<file path="src/rtl/move_link_ctrl.sv">
// Link sequencer between game logic and the UART tx/rx pair: frames local moves, waits for
// the peer's ACK with timeout/retry, filters received moves and arbitrates the tx channel.
module move_link_ctrl #(
    parameter int unsigned ACK_TIMEOUT = 6_500_000,
    parameter int unsigned MAX_RETRIES = 3,
    parameter int unsigned PKT_LEN     = 8
) (
    input  logic               clk_in,
    input  logic               rst_in_n,
    input  logic               move_valid_in,
    input  logic [PKT_LEN-2:0] move_in,
    input  logic               rx_ready_in,
    input  logic [PKT_LEN-1:0] rx_data_in,
    input  logic               tx_busy_in,
    output logic               tx_trigger_out,
    output logic [PKT_LEN-1:0] tx_val_out,
    output logic               rx_move_valid_out,
    output logic [PKT_LEN-2:0] rx_move_out,
    output logic               move_done_out,
    output logic               link_busy_out,
    output logic               link_error_out,
    output logic [1:0]         retry_cnt_out
);

    typedef enum logic [2:0] {
        StIdle,
        StTxStart,
        StTxWait,
        StWaitAck,
        StError
    } tx_state_e;

    typedef enum logic [1:0] {
        ChIdle,
        ChRise,
        ChBusy
    } ch_state_e;

    localparam logic [PKT_LEN-2:0] AckCode   = '1;
    localparam logic [22:0]        TimerLast = 23'(ACK_TIMEOUT - 1);
    localparam logic [22:0]        TimerMax  = '1;
    localparam logic [1:0]         RetryMax  = 2'(MAX_RETRIES);

    // Tx sequencing state
    tx_state_e          state_q, state_d;
    logic               launched_q, launched_d;
    logic [PKT_LEN-1:0] frame_q, frame_d;
    logic               tx_seq_q, tx_seq_d;
    logic [22:0]        timer_q, timer_d;
    logic [1:0]         retry_cnt_q, retry_cnt_d;
    logic               move_done_q, move_done_d;
    logic               link_busy_q, link_busy_d;
    logic               link_error_q, link_error_d;

    // Shared tx channel
    ch_state_e          ch_q, ch_d;
    logic [1:0]         rise_cnt_q, rise_cnt_d;
    logic               trigger_q, trigger_d;
    logic [PKT_LEN-1:0] tx_val_q, tx_val_d;

    // Rx filtering and ACK generation
    logic               rx_exp_seq_q, rx_exp_seq_d;
    logic               ack_pending_q, ack_pending_d;
    logic               ack_seq_q, ack_seq_d;
    logic [PKT_LEN-2:0] rx_move_q, rx_move_d;
    logic               rx_move_valid_q, rx_move_valid_d;

    logic rx_is_ack;
    logic rx_is_move;
    logic ack_match;
    logic ch_free;
    logic grant_ack;
    logic grant_move;
    logic rise_done;
    logic timeout;

    always_comb begin
        rx_is_ack  = rx_ready_in && (rx_data_in[PKT_LEN-2:0] == AckCode);
        rx_is_move = rx_ready_in && (rx_data_in[PKT_LEN-2:0] != AckCode);
        ack_match  = rx_is_ack && (rx_data_in[PKT_LEN-1] == tx_seq_q);
        ch_free    = (ch_q == ChIdle) && !tx_busy_in;
        grant_ack  = ch_free && ack_pending_q;
        grant_move = ch_free && !ack_pending_q && (state_q == StTxStart) && !launched_q;
        // Busy seen, or four cycles elapsed since the trigger without a rise
        rise_done  = (ch_q == ChRise) && (tx_busy_in || (rise_cnt_q == 2'd3));
        timeout    = (timer_q == TimerLast);
    end

    // Channel: one trigger at a time, held until the frame's busy window closes
    always_comb begin
        ch_d       = ch_q;
        rise_cnt_d = rise_cnt_q;
        trigger_d  = 1'b0;
        tx_val_d   = tx_val_q;
        unique case (ch_q)
            ChIdle: begin
                if (grant_ack || grant_move) begin
                    ch_d       = ChRise;
                    rise_cnt_d = 2'd0;
                    trigger_d  = 1'b1;
                    tx_val_d   = grant_ack ? {ack_seq_q, AckCode} : frame_q;
                end
            end
            ChRise: begin
                if (tx_busy_in) begin
                    ch_d = ChBusy;
                end else if (rise_cnt_q == 2'd3) begin
                    ch_d = ChIdle;
                end else begin
                    rise_cnt_d = rise_cnt_q + 2'd1;
                end
            end
            ChBusy: begin
                if (!tx_busy_in) begin
                    ch_d = ChIdle;
                end
            end
            default: ch_d = ChIdle;
        endcase
    end

    // Rx: deliver in-sequence moves, acknowledge every move frame
    always_comb begin
        rx_exp_seq_d    = rx_exp_seq_q;
        ack_pending_d   = ack_pending_q;
        ack_seq_d       = ack_seq_q;
        rx_move_d       = rx_move_q;
        rx_move_valid_d = 1'b0;
        if (rx_is_move) begin
            ack_pending_d = 1'b1;
            ack_seq_d     = rx_data_in[PKT_LEN-1];
            if (rx_data_in[PKT_LEN-1] == rx_exp_seq_q) begin
                rx_move_d       = rx_data_in[PKT_LEN-2:0];
                rx_move_valid_d = 1'b1;
                rx_exp_seq_d    = ~rx_exp_seq_q;
            end
        end else if (grant_ack) begin
            ack_pending_d = 1'b0;
        end
    end

    // Tx FSM
    always_comb begin
        state_d      = state_q;
        launched_d   = launched_q;
        frame_d      = frame_q;
        tx_seq_d     = tx_seq_q;
        timer_d      = timer_q;
        retry_cnt_d  = retry_cnt_q;
        move_done_d  = 1'b0;
        link_busy_d  = link_busy_q;
        link_error_d = link_error_q;
        unique case (state_q)
            StIdle: begin
                if (move_valid_in) begin
                    frame_d     = {tx_seq_q, move_in};
                    link_busy_d = 1'b1;
                    retry_cnt_d = 2'd0;
                    launched_d  = 1'b0;
                    state_d     = StTxStart;
                end
            end
            StTxStart: begin
                if (grant_move) begin
                    launched_d = 1'b1;
                end else if (launched_q && rise_done) begin
                    state_d = StTxWait;
                end
            end
            StTxWait: begin
                if (!tx_busy_in) begin
                    timer_d = 23'd0;
                    state_d = StWaitAck;
                end
            end
            StWaitAck: begin
                timer_d = (timer_q == TimerMax) ? timer_q : timer_q + 23'd1;
                // ACK takes precedence over a coincident timeout
                if (ack_match) begin
                    tx_seq_d    = ~tx_seq_q;
                    move_done_d = 1'b1;
                    link_busy_d = 1'b0;
                    state_d     = StIdle;
                end else if (timeout) begin
                    if (retry_cnt_q < RetryMax) begin
                        retry_cnt_d = retry_cnt_q + 2'd1;
                        launched_d  = 1'b0;
                        state_d     = StTxStart;
                    end else begin
                        link_error_d = 1'b1;
                        link_busy_d  = 1'b0;
                        state_d      = StError;
                    end
                end
            end
            StError: begin
                state_d = StError;
            end
            default: state_d = StIdle;
        endcase
    end

    always_ff @(posedge clk_in) begin
        if (!rst_in_n) begin
            state_q         <= StIdle;
            launched_q      <= 1'b0;
            frame_q         <= '0;
            tx_seq_q        <= 1'b0;
            timer_q         <= 23'd0;
            retry_cnt_q     <= 2'd0;
            move_done_q     <= 1'b0;
            link_busy_q     <= 1'b0;
            link_error_q    <= 1'b0;
            ch_q            <= ChIdle;
            rise_cnt_q      <= 2'd0;
            trigger_q       <= 1'b0;
            tx_val_q        <= '0;
            rx_exp_seq_q    <= 1'b0;
            ack_pending_q   <= 1'b0;
            ack_seq_q       <= 1'b0;
            rx_move_q       <= '0;
            rx_move_valid_q <= 1'b0;
        end else begin
            state_q         <= state_d;
            launched_q      <= launched_d;
            frame_q         <= frame_d;
            tx_seq_q        <= tx_seq_d;
            timer_q         <= timer_d;
            retry_cnt_q     <= retry_cnt_d;
            move_done_q     <= move_done_d;
            link_busy_q     <= link_busy_d;
            link_error_q    <= link_error_d;
            ch_q            <= ch_d;
            rise_cnt_q      <= rise_cnt_d;
            trigger_q       <= trigger_d;
            tx_val_q        <= tx_val_d;
            rx_exp_seq_q    <= rx_exp_seq_d;
            ack_pending_q   <= ack_pending_d;
            ack_seq_q       <= ack_seq_d;
            rx_move_q       <= rx_move_d;
            rx_move_valid_q <= rx_move_valid_d;
        end
    end

    assign tx_trigger_out    = trigger_q;
    assign tx_val_out        = tx_val_q;
    assign rx_move_valid_out = rx_move_valid_q;
    assign rx_move_out       = rx_move_q;
    assign move_done_out     = move_done_q;
    assign link_busy_out     = link_busy_q;
    assign link_error_out    = link_error_q;
    assign retry_cnt_out     = retry_cnt_q;

endmodule

</file>
<file path="config.mk">
export PLATFORM = sky130hd
export DESIGN_NAME = move_link_ctrl
export DESIGN_NICKNAME = d
export VERILOG_FILES = /design/src/rtl/move_link_ctrl.sv
export SDC_FILE = /design/constraint.sdc
export NUM_CORES = 1
export LEC_CHECK = 0
export ABC_CLOCK_PERIOD_IN_PS = 2300
export CAP_MARGIN = 20
export CORE_ASPECT_RATIO = 0.5
export CORE_MARGIN = 2
export CORE_UTILIZATION = 50
export DETAILED_ROUTE_END_ITERATION = 8
export GPL_ROUTABILITY_DRIVEN = 0
export PLACE_DENSITY = 0.74
export RECOVER_POWER = 50
export SETUP_SLACK_MARGIN = 0.02
export SKIP_LAST_GASP = 1
export SLEW_MARGIN = 20
export SYNTH_ARGS = -nofsm -noshare
export SYNTH_HDL_FRONTEND = slang
export SYNTH_SLANG_ARGS = --single-unit
</file>
<file path="constraint.sdc">
create_clock -name clk_in -period 2.3 [get_ports clk_in]
set_clock_uncertainty 0.1 [all_clocks]
set_input_delay 0.23 -clock clk_in [delete_from_list [all_inputs] [get_ports clk_in]]
set_output_delay 0.23 -clock clk_in [all_outputs]
set_load 0.01 [all_outputs]
</file>
==> run_results.csv <==
group,metric,value,unit
clock_tree,cts_resized,0,
synthesis,synth_xor_area_share,1.774,%
sta,fin_hold_ws,352.5,ps
synthesis,yosysWarnings,0,
drt,routedWlPerCell,14.83,um
die,die_area,6595,um2
synthesis,ys_seq_area_share,43.92,%
clock_tree,postCtsHoldBufs,0,
clock_tree,cts_max_path_buffers,2,
worst_setup_path,critical_path_class,"reg -> reg",
synthesis,synth_edf_count,0,
clock_tree,numCtsBuffers,9,
sta,finalSetupTns,0,ps
synthesis,synth_top_flop_cell,"dfxtp_1",
clock_tree,cts_setup_buffers,0,
synthesis,yosysUniqueCellTypes,55,
worst_setup_path,crit_path_max_fanout,12,
finish,seqCellArea,1301,um2
finish,syn_to_final_growth,28.17,%
die,die_w,112.9,um
min_path,hp-class,"reg -> reg",
grt,overflow,0,
die,num_io_pins,42,
clock_tree,cts-root-buf,"clkbuf_16",
drt,wirelength,7150,um
synthesis,synth_seq_cells,65,
grt,grt_max_degree,29,
synthesis,synth_cells,355,
sta,fin_crit,2116,ps
synthesis,async_reset_ff_share,0,%
synthesis,synthesis.nets,378,
clock_tree,h-tree-depth,3,
grt,grt_pass1_wl,12160,um
drt,drtAntennaViolNets,0,
worst_setup_path,required,2420,ps
synthesis,synth_compound_area_share,18.33,%
synthesis,muxShareOfSynthArea,3.421,%
sta,slew_headroom,59.00,%
sta,tightest_slew,609.8,ps
sta,fmax,472.5,MHz
synthesis,synth_area,2963,um2
power,powerDensity,796.1,nW/um2
placed_design,hpwlAfterDp,5086,um
sta,rsz0062_at_grt,"no",
drt,drtIter0Drc,205,
placed_design,port_buffers,41,
synthesis,synthAdderAreaFrac,1.267,%
worst_setup_path,worst_setup_path_end_kind,"flop",
grt,grt_use_total,23.18,%
finish,final_nets,428,
sta,post-route-period-util,92.01,%
sta,hold_viol,0,
power,irDropWorstVdd,538.7,uV
worst_setup_path,worstSetupStartpointType,"flop",
clock_tree,cts_sinks,65,
power,leakagePower,1.455,nW
flow_run,cap_violations,0,
sta,slew_viol_final,0,
grt,antenna_found_initial,0,
synthesis,synth_top_area_share,43.92,%
die,initial_core_util,52.81,%
drt,drc,0,
clock_tree,clock_latency,320,ps
finish,final_core_util,67.69,%
finish,final_common_cell,"dfxtp_1",
finish,layout_common_cells,"dfxtp_1 (65), nand2_1 (45), nor2_1 (42)",
clock_tree,clk_pin_slew,50,ps
finish,n_antenna_cell,0,
finish,drive_above_1_share,9.780,%
synthesis,synth-simple-area-share,28.25,%
finish,multiInputGateArea,1572,um2
worst_setup_path,crit_arrival,2240,ps
synthesis,synth_top_family_by_area,"simple AND/OR/NAND/NOR gates",
die,die_h,58.43,um
synthesis,synth_area_leader_cell,"dfxtp_1",
run_status,status,"finished, final reports clean",
drt,vias,2760,
die,core,5610,um2
synthesis,synth_area_leaders,"dfxtp_1 (44%), nand2_1 (5.7%), nor2_1 (5.3%)",
grt,grt_pass1_vias,2721,
drt,via_per_inst,5.726,
drt,drt_pass1_iterations,5,
sta,finalSetupViolCount,0,
finish,fillers,443,
die,num_rows,19,
clock_tree,cts_tree,"done",
synthesis,syn_area_per_cell,8.346,um2
-- worst paths after layout --
path,start,endpoint,slack [ps],cells past startpoint
hold / removal,link_error_out,link_error_out,350,2
setup / recovery,timer_q[0],timer_q[11],180,7
hold reg to reg,link_error_out,link_error_out,350,2
setup reg to reg,timer_q[0],timer_q[11],180,7
-- critical path: stages, from the launching register on --
cell	delay, ps
dfxtp_1	390
ha_1	230
nand4_1	180
or3_4	450
o311ai_2	230
buf_4	210
nor4b_1	60
a21o_1	150
-- layout make-up --
| class | count | share of cell area, % |
|---|---|---|
| multi-input combinational | 268 | 41.38 |
| sequential | 65 | 34.27 |
| timing repair buffer | 56 | 13.71 |
| clock buffer | 9 | 5.931 |
| tap | 73 | 2.405 |
| clock inverter | 6 | 1.812 |
| inverter | 5 | 0.4942 |
-- report_power, final --
group | switching (mW) | internal [mW]
Combinational | 0.227 | 0.202
Clock | 0.501 | 0.837
Sequential | 0.0565 | 1.20
Total | 0.785 | 2.24
-- registers in the layout, summed over array words and instances, names as in the netlist, 2 cells and up --
| signal | flops |
|---|---|
| ch_q | 2 |
| timer_q | 23 |
| rx_move_out | 7 |
| state_q | 3 |
| tx_val_out | 8 |
| retry_cnt_out | 2 |
| rise_cnt_q | 2 |
| frame_q | 8 |
-- per-stage QoR --
| step | std cells | total power, mW | instance area (um2) | setup slack (ps) |
|---|---|---|---|---|
| 2_1_floorplan | 355 | 1.527 | 2963 | 330.6 |
| 3_3_place_gp | 467 | 1.707 | 3518 | 222.9 |
| 3_5_place_dp | 467 | 1.720 | 3518 | 202.1 |
| 4_1_cts | 482 | 3.056 | 3812 | 203.5 |
| 5_1_grt | 482 | 3.147 | 3797 | 32.98 |
| 6_report | 482 | 3.023 | 3797 | 183.7 |
-- synth_stat cells, types with 2 or more instances --
| cell | count |
|---|---|
| nor4_1 | 2 |
| or2_2 | 3 |
| nor2b_1 | 2 |
| or3_1 | 5 |
| nand4b_1 | 4 |
| xnor2_1 | 3 |
| o21a_1 | 3 |
| xor2_1 | 3 |
| nand2b_1 | 5 |
| nand4_1 | 9 |
| and4_1 | 5 |
| inv_1 | 5 |
| a31oi_1 | 7 |
| or4_1 | 2 |
| nor3b_1 | 2 |
| a21oi_1 | 29 |
| dfxtp_1 | 65 |
| ha_1 | 3 |
| mux2i_1 | 9 |
| nor3_1 | 9 |
| o21ai_0 | 14 |
| clkbuf_1 | 12 |
| nor2_1 | 42 |
| nand3_1 | 12 |
| a211oi_1 | 2 |
| o211ai_1 | 4 |
| o22ai_1 | 8 |
| and3_1 | 7 |
| nor4b_1 | 3 |
| buf_2 | 3 |
| and2_1 | 3 |
| nand2_1 | 45 |
| o31ai_1 | 2 |
| a22oi_1 | 2 |
-- routing by layer --
layer	wire (um)	global-route usage (%)
met1	3271	27.29
met2	3428	41.57
met3	372	6.591
met4	78	8.362
met5	0	0
-- logic make-up after synthesis --
| group | Yosys count |
|---|---|
| buffers and inverters | 22 |
| xor gates and xnor gates | 6 |
| DFF | 65 |
| and+or+nand+nor | 165 |
| AOI/OAI and AO/OA | 84 |
| muxes | 10 |
| adders and majority gates | 3 |
Power figures use the tool's default switching activity.
